$ cat src/rtl/level_scroller_pkg.sv
// level_scroller_pkg
//   Shared types and defaults for the obstacle level sequencer.
//   - state_t   : sequencer states
//   - DEF_*     : default parameter values used by level_scroller
//   - init_pos  : starting x position of lane i (lanes evenly spread)
package level_scroller_pkg;

  typedef enum logic [2:0] {
    IDLE   = 3'd0,
    RUN    = 3'd1,
    PAUSED = 3'd2,
    LOST   = 3'd3,
    DONE   = 3'd4
  } state_t;

  localparam int DEF_NUM_OBJ    = 4;
  localparam int DEF_POS_W      = 11;
  localparam int DEF_TIME_W     = 11;
  localparam int DEF_SCREEN_W   = 700;
  localparam int DEF_BASE_STEP  = 10;
  localparam int DEF_STEP_INC   = 2;
  localparam int DEF_LEVEL_LEN  = 200;
  localparam int DEF_NUM_LEVELS = 4;

  // Lanes start evenly spaced across the screen.
  function automatic int unsigned init_pos(int unsigned i, int unsigned screen_w,
                                           int unsigned num_obj);
    return i * (screen_w / num_obj);
  endfunction

endpackage

$ cat src/rtl/level_scroller_obj.sv
// obj_lane
//   One obstacle position register with modular advance.
//   Ports:
//     clk      in   system clock
//     reset_n  in   synchronous active-low reset (loads INIT_POS)
//     load     in   reload INIT_POS (priority over adv)
//     adv      in   advance position by step, wrapping modulo SCREEN_W
//     step     in   pixels to advance
//     pos      out  current position
module obj_lane #(
  parameter int          POS_W    = 11,
  parameter int          SCREEN_W = 700,
  parameter int unsigned INIT_POS = 0
) (
  input  logic             clk,
  input  logic             reset_n,
  input  logic             load,
  input  logic             adv,
  input  logic [POS_W-1:0] step,
  output logic [POS_W-1:0] pos
);

  localparam logic [POS_W:0]   WRAP = (POS_W+1)'(SCREEN_W);
  localparam logic [POS_W-1:0] INIT = POS_W'(INIT_POS);

  // One extra bit so pos + step cannot overflow before the wrap compare.
  logic [POS_W:0] sum;
  assign sum = {1'b0, pos} + {1'b0, step};

  always_ff @(posedge clk) begin
    if (!reset_n) begin
      pos <= INIT;
    end else if (load) begin
      pos <= INIT;
    end else if (adv) begin
      // Subtract rather than clear so the overshoot carries into the next lap.
      pos <= (sum >= WRAP) ? POS_W'(sum - WRAP) : POS_W'(sum);
    end
  end

endmodule

$ cat src/rtl/level_scroller.sv
// level_scroller
//   Level sequencer and obstacle scroller. Moves NUM_OBJ lanes by the
//   current step on each frame tick, times each level, raises the step per
//   level, pulses win at each level end and flags game completion.
//   Ports:
//     clk          in   system clock
//     reset_n      in   synchronous active-low reset
//     tick         in   frame enable (one clk wide)
//     start        in   begin / restart a game
//     pause        in   level-sensitive freeze request
//     menu_screen  in   abort to IDLE with reset values
//     player_lost  in   collision report
//     obj_pos      out  packed lane positions, lane i at [i*POS_W +: POS_W]
//     game_time    out  ticks elapsed in the current level
//     level        out  current level index
//     step         out  current per-tick step
//     win          out  one-cycle pulse after each level end
//     game_over    out  high while in DONE
//     lost         out  high while in LOST
//
//   state  | meaning
//   IDLE   | waiting for start, reset values shown
//   RUN    | lanes scroll and level timer counts on tick
//   PAUSED | everything frozen until pause drops
//   LOST   | collision seen, values frozen for display
//   DONE   | last level finished, level/step held
module level_scroller
  import level_scroller_pkg::*;
#(
  parameter int   NUM_OBJ    = DEF_NUM_OBJ,
  parameter int   POS_W      = DEF_POS_W,
  parameter int   TIME_W     = DEF_TIME_W,
  parameter int   SCREEN_W   = DEF_SCREEN_W,
  parameter int   BASE_STEP  = DEF_BASE_STEP,
  parameter int   STEP_INC   = DEF_STEP_INC,
  parameter int   LEVEL_LEN  = DEF_LEVEL_LEN,
  parameter int   NUM_LEVELS = DEF_NUM_LEVELS,
  localparam int  LVL_W      = $clog2(NUM_LEVELS)
) (
  input  logic                     clk,
  input  logic                     reset_n,
  input  logic                     tick,
  input  logic                     start,
  input  logic                     pause,
  input  logic                     menu_screen,
  input  logic                     player_lost,
  output logic [NUM_OBJ*POS_W-1:0] obj_pos,
  output logic [TIME_W-1:0]        game_time,
  output logic [LVL_W-1:0]         level,
  output logic [POS_W-1:0]         step,
  output logic                     win,
  output logic                     game_over,
  output logic                     lost
);

  localparam logic [TIME_W-1:0] LAST_TIME  = TIME_W'(LEVEL_LEN - 1);
  localparam logic [LVL_W-1:0]  LAST_LEVEL = LVL_W'(NUM_LEVELS - 1);
  localparam logic [POS_W-1:0]  STEP_RST   = POS_W'(BASE_STEP);
  localparam logic [POS_W-1:0]  STEP_ADD   = POS_W'(STEP_INC);

  state_t state;

  logic level_end;
  logic lose;
  logic restart;
  logic lane_load;
  logic lane_adv;

  // Lane control mirrors the FSM priority: menu > loss > level end > pause > tick.
  always_comb begin
    level_end = (state == RUN) && tick && (game_time == LAST_TIME);
    lose      = ((state == RUN) || (state == PAUSED)) && player_lost;
    restart   = ((state == LOST) || (state == DONE)) && start;
    lane_load = menu_screen || (!lose && (level_end || restart));
    lane_adv  = !menu_screen && !lose && !level_end &&
                (state == RUN) && !pause && tick;
  end

  for (genvar i = 0; i < NUM_OBJ; i++) begin : g_lane
    obj_lane #(
      .POS_W   (POS_W),
      .SCREEN_W(SCREEN_W),
      .INIT_POS(init_pos(i, SCREEN_W, NUM_OBJ))
    ) u_lane (
      .clk    (clk),
      .reset_n(reset_n),
      .load   (lane_load),
      .adv    (lane_adv),
      .step   (step),
      .pos    (obj_pos[i*POS_W +: POS_W])
    );
  end

  always_ff @(posedge clk) begin
    if (!reset_n) begin
      state     <= IDLE;
      game_time <= '0;
      level     <= '0;
      step      <= STEP_RST;
      win       <= 1'b0;
      game_over <= 1'b0;
      lost      <= 1'b0;
    end else begin
      win <= 1'b0;
      if (menu_screen) begin
        state     <= IDLE;
        game_time <= '0;
        level     <= '0;
        step      <= STEP_RST;
        game_over <= 1'b0;
        lost      <= 1'b0;
      end else begin
        case (state)
          IDLE: begin
            if (start) state <= RUN;
          end
          RUN: begin
            if (player_lost) begin
              state <= LOST;
              lost  <= 1'b1;
            end else if (level_end) begin
              game_time <= '0;
              win       <= 1'b1;
              if (level != LAST_LEVEL) begin
                level <= level + LVL_W'(1);
                step  <= step + STEP_ADD;
              end else begin
                state     <= DONE;
                game_over <= 1'b1;
              end
            end else if (pause) begin
              state <= PAUSED;
            end else if (tick) begin
              game_time <= game_time + TIME_W'(1);
            end
          end
          PAUSED: begin
            if (player_lost) begin
              state <= LOST;
              lost  <= 1'b1;
            end else if (!pause) begin
              state <= RUN;
            end
          end
          LOST, DONE: begin
            if (start) begin
              state     <= RUN;
              game_time <= '0;
              level     <= '0;
              step      <= STEP_RST;
              game_over <= 1'b0;
              lost      <= 1'b0;
            end
          end
          default: state <= IDLE;
        endcase
      end
    end
  end

endmodule

$ cat config.mk
export PLATFORM = sky130hd
export DESIGN_NAME = level_scroller
export DESIGN_NICKNAME = d
export VERILOG_FILES = /design/src/rtl/level_scroller_pkg.sv /design/src/rtl/level_scroller_obj.sv /design/src/rtl/level_scroller.sv
export SDC_FILE = /design/constraint.sdc
export NUM_CORES = 1
export LEC_CHECK = 0
export CELL_PAD_IN_SITES_DETAIL_PLACEMENT = 1
export CELL_PAD_IN_SITES_GLOBAL_PLACEMENT = 1
export CORE_MARGIN = 2
export CORE_UTILIZATION = 47
export DETAILED_ROUTE_END_ITERATION = 8
export GPL_TIMING_DRIVEN = 0
export PLACE_DENSITY = 0.91
export SLEW_MARGIN = 20
export SYNTH_ARGS = -nofsm -noshare
export SYNTH_HDL_FRONTEND = slang
export SYNTH_HIERARCHICAL = 1
export SYNTH_SLANG_ARGS = --single-unit
$ cat constraint.sdc
create_clock -name clk -period 5.8 [get_ports clk]
set_input_delay 0.58 -clock clk [delete_from_list [all_inputs] [get_ports clk]]
set_output_delay 0.58 -clock clk [all_outputs]
set_load 0.05 [all_outputs]
* Yosys cells after proc, flatten, opt, wreduce, memory -nomap -nowiden
Index checks and enable logic that the tools add are counted. Widths: inputs -> output; s select.
Storage, ports and cells: bits in registers 74, output and inout bits 71, logic and storage cells 114
Cells by class: muxes and demuxes 36, equal/unequal tests 18, order comparisons 4, reduce and logical (&&, ||, !) cells 32, bitwise operators 2, add/sub/neg operators 11
Operators by type and width (number):
- $mux 11 | 13
- $add 11x11->12 | 4
- $ge 12x10->1 const B | 4
- $pmux 11 s2 | 2
- $sub 11x10->11 const B | 4
- $mux 3 | 7
- $reduce_and 5->1 | 3
- $add 11x1->11 const B | 1
- $add 11x2->11 const B | 1
- $eq 11x8->1 const B | 1
- $logic_and 1x1->1 | 10
- $ne 2x2->1 const B | 5
- $ne 3x3->1 const B | 3
- $pmux 3 s3 | 1
- $mux 2 | 4
- $ne 4x4->1 const B | 2
- $reduce_or 2->1 | 4
- $eq 3x2->1 const B | 2
- $mux 1 | 6
- $ne 2x1->1 const B | 3
- $logic_not 1->1 | 4
- $logic_or 1x1->1 | 4
- $pmux 1 s2 | 2
- $pmux 2 s2 | 1
- other kinds (10) | 12

* Longest topological paths before layout
depth in word-level cells 9, depth in mapped cells 12, mapped depth without buffers 11

* Hierarchy
Netlist, hierarchy kept.
Modules (own cells, without submodules):
- level_scroller | area an instance 1752.9 um^2, cells each 210, times used 1
- obj_lane at g_lane[1].u_lane | area an instance 1392.6 um^2, cells each 159, times used 1
- obj_lane at g_lane[0].u_lane | area an instance 1288.7 um^2, cells each 150, times used 1
- obj_lane at g_lane[3].u_lane | area an instance 1277.5 um^2, cells each 142, times used 1
- obj_lane at g_lane[2].u_lane | area an instance 1197.4 um^2, cells each 148, times used 1

* Worst setup path after synthesis
Ideal clock, no wire load.
path kind reg-to-reg, from register step[1], to register g_lane[2].u_lane.pos[3], clock period less this slack 3.336 ns, arrival time 3.215 ns, cell stages (with the launch flop) 11, setup time 0.120 ns, path buffers 1, setup slack 2.464 ns, cell sequence dfxtp_1 fa_1 a211oi_4 o21ai_2 and3_4 or4_4 a221oi_2 o31a_2 buf_6 mux2i_1 o21ai_1
On the way: word-level cells in the longest chain between the ends 3, elaborated cells on any way between the ends 4, those cells by class add/sub (2); order compare (1); mux (1)
Ends and longest elaborated chain:
- start: declaration | RTL line level_scroller.sv:50 | output logic [POS_W-1:0] step,
- start signal: assignment | RTL line level_scroller.sv:126 | step <= step + STEP_ADD;
- $add 11x11->12 * | RTL line level_scroller_obj.sv:28 | assign sum = {1'b0, pos} + {1'b0, step};
- $sub 11x10->11 / $ge 12x10->1 (equally long branches) | RTL line level_scroller_obj.sv:37 | pos <= (sum >= WRAP) ? POS_W'(sum - WRAP) : POS_W'(sum);
- $mux 11 * | RTL line level_scroller_obj.sv:37
- end signal: assignment | RTL line level_scroller_obj.sv:37
- end: declaration | RTL line level_scroller_obj.sv:20 | output logic [POS_W-1:0] pos
Every way passes the cells marked *; elsewhere a longest branch is shown, timed or not. A chain may end at the register's enable or synchronous reset.

* Worst setup path in the final report
from input port tick, to register g_lane[3].u_lane.pos[7]
On the way: elaborated cells on any way between the ends 11, those cells by class reduce/logical (11)
RTL lines:
- start: declaration | RTL line level_scroller.sv:42 | input logic tick,
- $logic_and 1x1->1 (2 in series) | RTL line level_scroller.sv:71 | level_end = (state == RUN) && tick && (game_time == LAST_TIME);
- $logic_or 1x1->1 | RTL line level_scroller.sv:74 | lane_load = menu_screen || (!lose && (level_end || restart));
- $logic_and 1x1->1 | RTL line level_scroller.sv:74
- $logic_or 1x1->1 | RTL line level_scroller.sv:74
- named net lane_load | RTL line level_scroller.sv:66 | logic lane_load;
- $reduce_or 2->1 (no line)
- end signal: assignment | RTL line level_scroller_obj.sv:37
- end: declaration | RTL line level_scroller_obj.sv:20
The timed path passes the listed nets, and every way through them passes these cells.

==> impl_results.md <==
- Layout Cells excl Fill: 1,089
- Average routed wire per standard cell: roughly 20 um
- Metal3 WL: slightly below 1000 um
- Fill cells: 1,744
- Slew margin rel.: 45.86%
- Sequential area share after synthesis: 21.15%
- Fmax: 0.2687 GHz
- GRT Total Usage: 28.65%
- Tmin final: 3.722 ns
- CTS Buf Count: 9
- Cell leakage power: 3.000 nW
- Area contributors post-synth: dfxtp_1 21%, ha_1 9.2%, o21ai_0 3.7%, a21oi_1 3.1%, nor2_1 2.9%
- Hold Fails Final Rpt: 0
- Power per Cell Area: 143.2 nW/um2
- Clock sinks: 73
- Clk_skew: 0.008358 ns
- Clock-pin slew on the worst setup and hold paths: 0.06 ns
- Critical path type: in -> reg
- Die Y: 125.2 um
- CTS hold repair buffers: 0
- Max FO, Critical Path: 10
- Number of setup buffers added after CTS: 0
- Data required, critical path: 6.00 ns
- Crit-path cells: clkdlybuf4s50_1 > or4b_4 > nor4_4 > buf_6 > a21oi_1 > o21bai_1 > nor2b_1 > buf_1 > nand2_1 > nor3_1 > a31oi_1 > o311ai_1
- Crit path launch type: input pin
- Slowest cell on the critical path: clkdlybuf4s50_1
- Post_cts resized: 0
- Number of antenna violations at the first check in global routing: 0
- Worst slew pin tran: 0.8111 ns
- Ant. Diodes: 0
- Ports: 78
- CP Capture Type: flop
- Pre-antenna DRT Iters: 4
- Largest area contributor in the netlist: dfxtp_1
- DRC violations left: 0
- HPWL Detailed: 16,300 um
- Die ar.: around 16,000 um2
- Synth Flop Type: dfxtp_1
- Cell Area, Synth: around 6900 um2
- Via Count: 7,144
- Outcome: completed
- Largest net degree at the start of global routing: 13
- Number of synthesized flops with an enable pin: 0
- Vias in the first global route: 7,073
- Core Footprint: 14,420 um2
- Setup TNS: 0 ns
- Routed Antenna Nets: 0
- First-pass GRT wire length: 37,000 um
- Cell count after synthesis: around 800
- Count of cell types in the netlist: 113
- Area Growth Syn to Fin: 19.01%
- Clk buf depth: 2
- Crit path largest cell delay: 0.56 ns
- DRT iter0 DRCs: 619
- Number of port buffers: 76
- Inst Count DP: 1,074
- Worst skew pair latency: ~0.35 ns
- RSZ-0062 raised after global routing: false
- Yosys top cell area share: 21.15%
- Routed WL: approximately 22,000 um
- DIE WIDTH: 125.2 um
- Clock tree from TritonCTS: done
- # nets final: 963
- Setup violations, final: 0
- H-tree depth: 3
- # rows: 44
- CTS root buffer: clkbuf_16
- Mean Syn Cell Area: 8.540 um2
- GRT overflow: 0
- Ratio of cells with drive above 1 in the final layout: between 10% and 20%
- Top post-synthesis cells by count: 73 x dfxtp_1, 53 x nor2_1, 51 x ha_1, 51 x o21ai_0, 48 x nand2_1
- Most common cell in the netlist: dfxtp_1
- Routed met2 length: 9942 um
- CP arrival: between 3 and 4 ns
- Met1 WL: 10,570 um
- Period Utilization, post-route: 64.18%
- Final estimated routing congestion in global placement: 0.8628
- #FFs+latches synth: between 70 and 80
- Final Max Tran Viols: 0
- Worst vdd ir: 0.0001357 V
- FFs w/ async S/R, synth: 0%
- Via density: 6.560
- Max-Cap Viols: 0
- DR top layer: met4
- Synth Warn #: 6
- Final Cell Area: just over 8000 um2
- Area after DPL: around 7900 um2
- Initial Util: 47.90%
- Min-Delay Path Class: reg -> reg
-- cells in the final DEF (no fill, tap or decap), drive strengths merged, types with 21 or more instances in the layout --
master	netlist	routed
o211ai	23	23
dfxtp	73	73
nand3	26	26
nand2	49	49
a21oi	48	48
clkdlybuf4s50	0	76
ha	51	51
clkbuf	14	24
a31oi	21	21
nor2	53	53
o21ai	61	61
nor3	40	40
-- flip-flops by register name, indices dropped and copies added, names as in the netlist --
signal and count:
g_lane.u_lane/pos 44, game_time 11, step 10, state 3, level 2, game_over 1, lost 1, win 1
-- critical path, delay by kind of cell --
family          cells  cell delay (ns)
simple gates        5             1.35
compound gates      4             0.92
buf+inv             3             1.07
-- path summary, 6_finish.rpt --
| kind | end | slack, ns | cells past startpoint | start |
|---|---|---|---|---|
| worst max-delay path | g_lane[3].u_lane/pos[7] | 2.08 | 12 | tick |
| worst min-delay path | game_time[1] | 0.51 | 2 | game_time[1] |
| worst max register to register | g_lane[2].u_lane/pos[3] | 2.22 | 10 | step[7] |
| worst min register to register | game_time[1] | 0.51 | 2 | game_time[1] |
-- per-stage QoR --
step	util, %	total power, mW	hold slack (ns)	worst slack (ns)
after floorplan	-	0.5772	0.6567	2.464
after global placement	54.88	0.6031	0.4753	1.189
after detailed placement	54.96	0.6058	0.4933	1.714
after CTS	57.01	1.185	0.5107	2.096
after global routing	57.01	1.217	0.5449	1.888
final	57.01	1.178	0.5129	2.078
-- final cells by class --
| class | count | area [um2] | area share, % |
|---|---|---|---|
| plain buffers | 31 | 191.4 | 2.328 |
| clock buffers | 10 | 239.0 | 2.906 |
| clock inverters | 5 | 56.30 | 0.6847 |
| inverters | 17 | 63.81 | 0.7760 |
| multi-input cells | 692 | 5213 | 63.39 |
| flip-flops and latches | 73 | 1461 | 17.77 |
| well taps | 184 | 230.2 | 2.800 |
| repair buffers | 77 | 768.2 | 9.343 |
-- power breakdown --
part	internal [mW]	switching [mW]
registers	0.504	0.00269
logic	0.0314	0.0596
clock network	0.342	0.238
-- cell families (layout without fill, tap and decap cells) --
| logic type | after synthesis | in the layout | share of synthesized area, % |
|---|---|---|---|
| AO/OA/AOI/OAI | 293 | 293 | 33.63 |
| XOR/XNOR | 35 | 35 | 4.545 |
| adder cells (fa/ha/maj) | 55 | 55 | 10.39 |
| buffers and inverters | 48 | 140 | 3.694 |
| flip-flops | 73 | 73 | 21.15 |
| multiplexers | 21 | 21 | 3.205 |
| other | 1 | 5 | 0.05428 |
| AND/OR/NAND/NOR | 283 | 283 | 23.32 |
-- metal layers --
layer,vias to the layer above,track usage (%)
met2,208,44.88
met1,3529,39.77
met4,0,13.07
met5,-,0
met3,55,3.038
li1,3352,-
(Power assumes the default switching activity.)
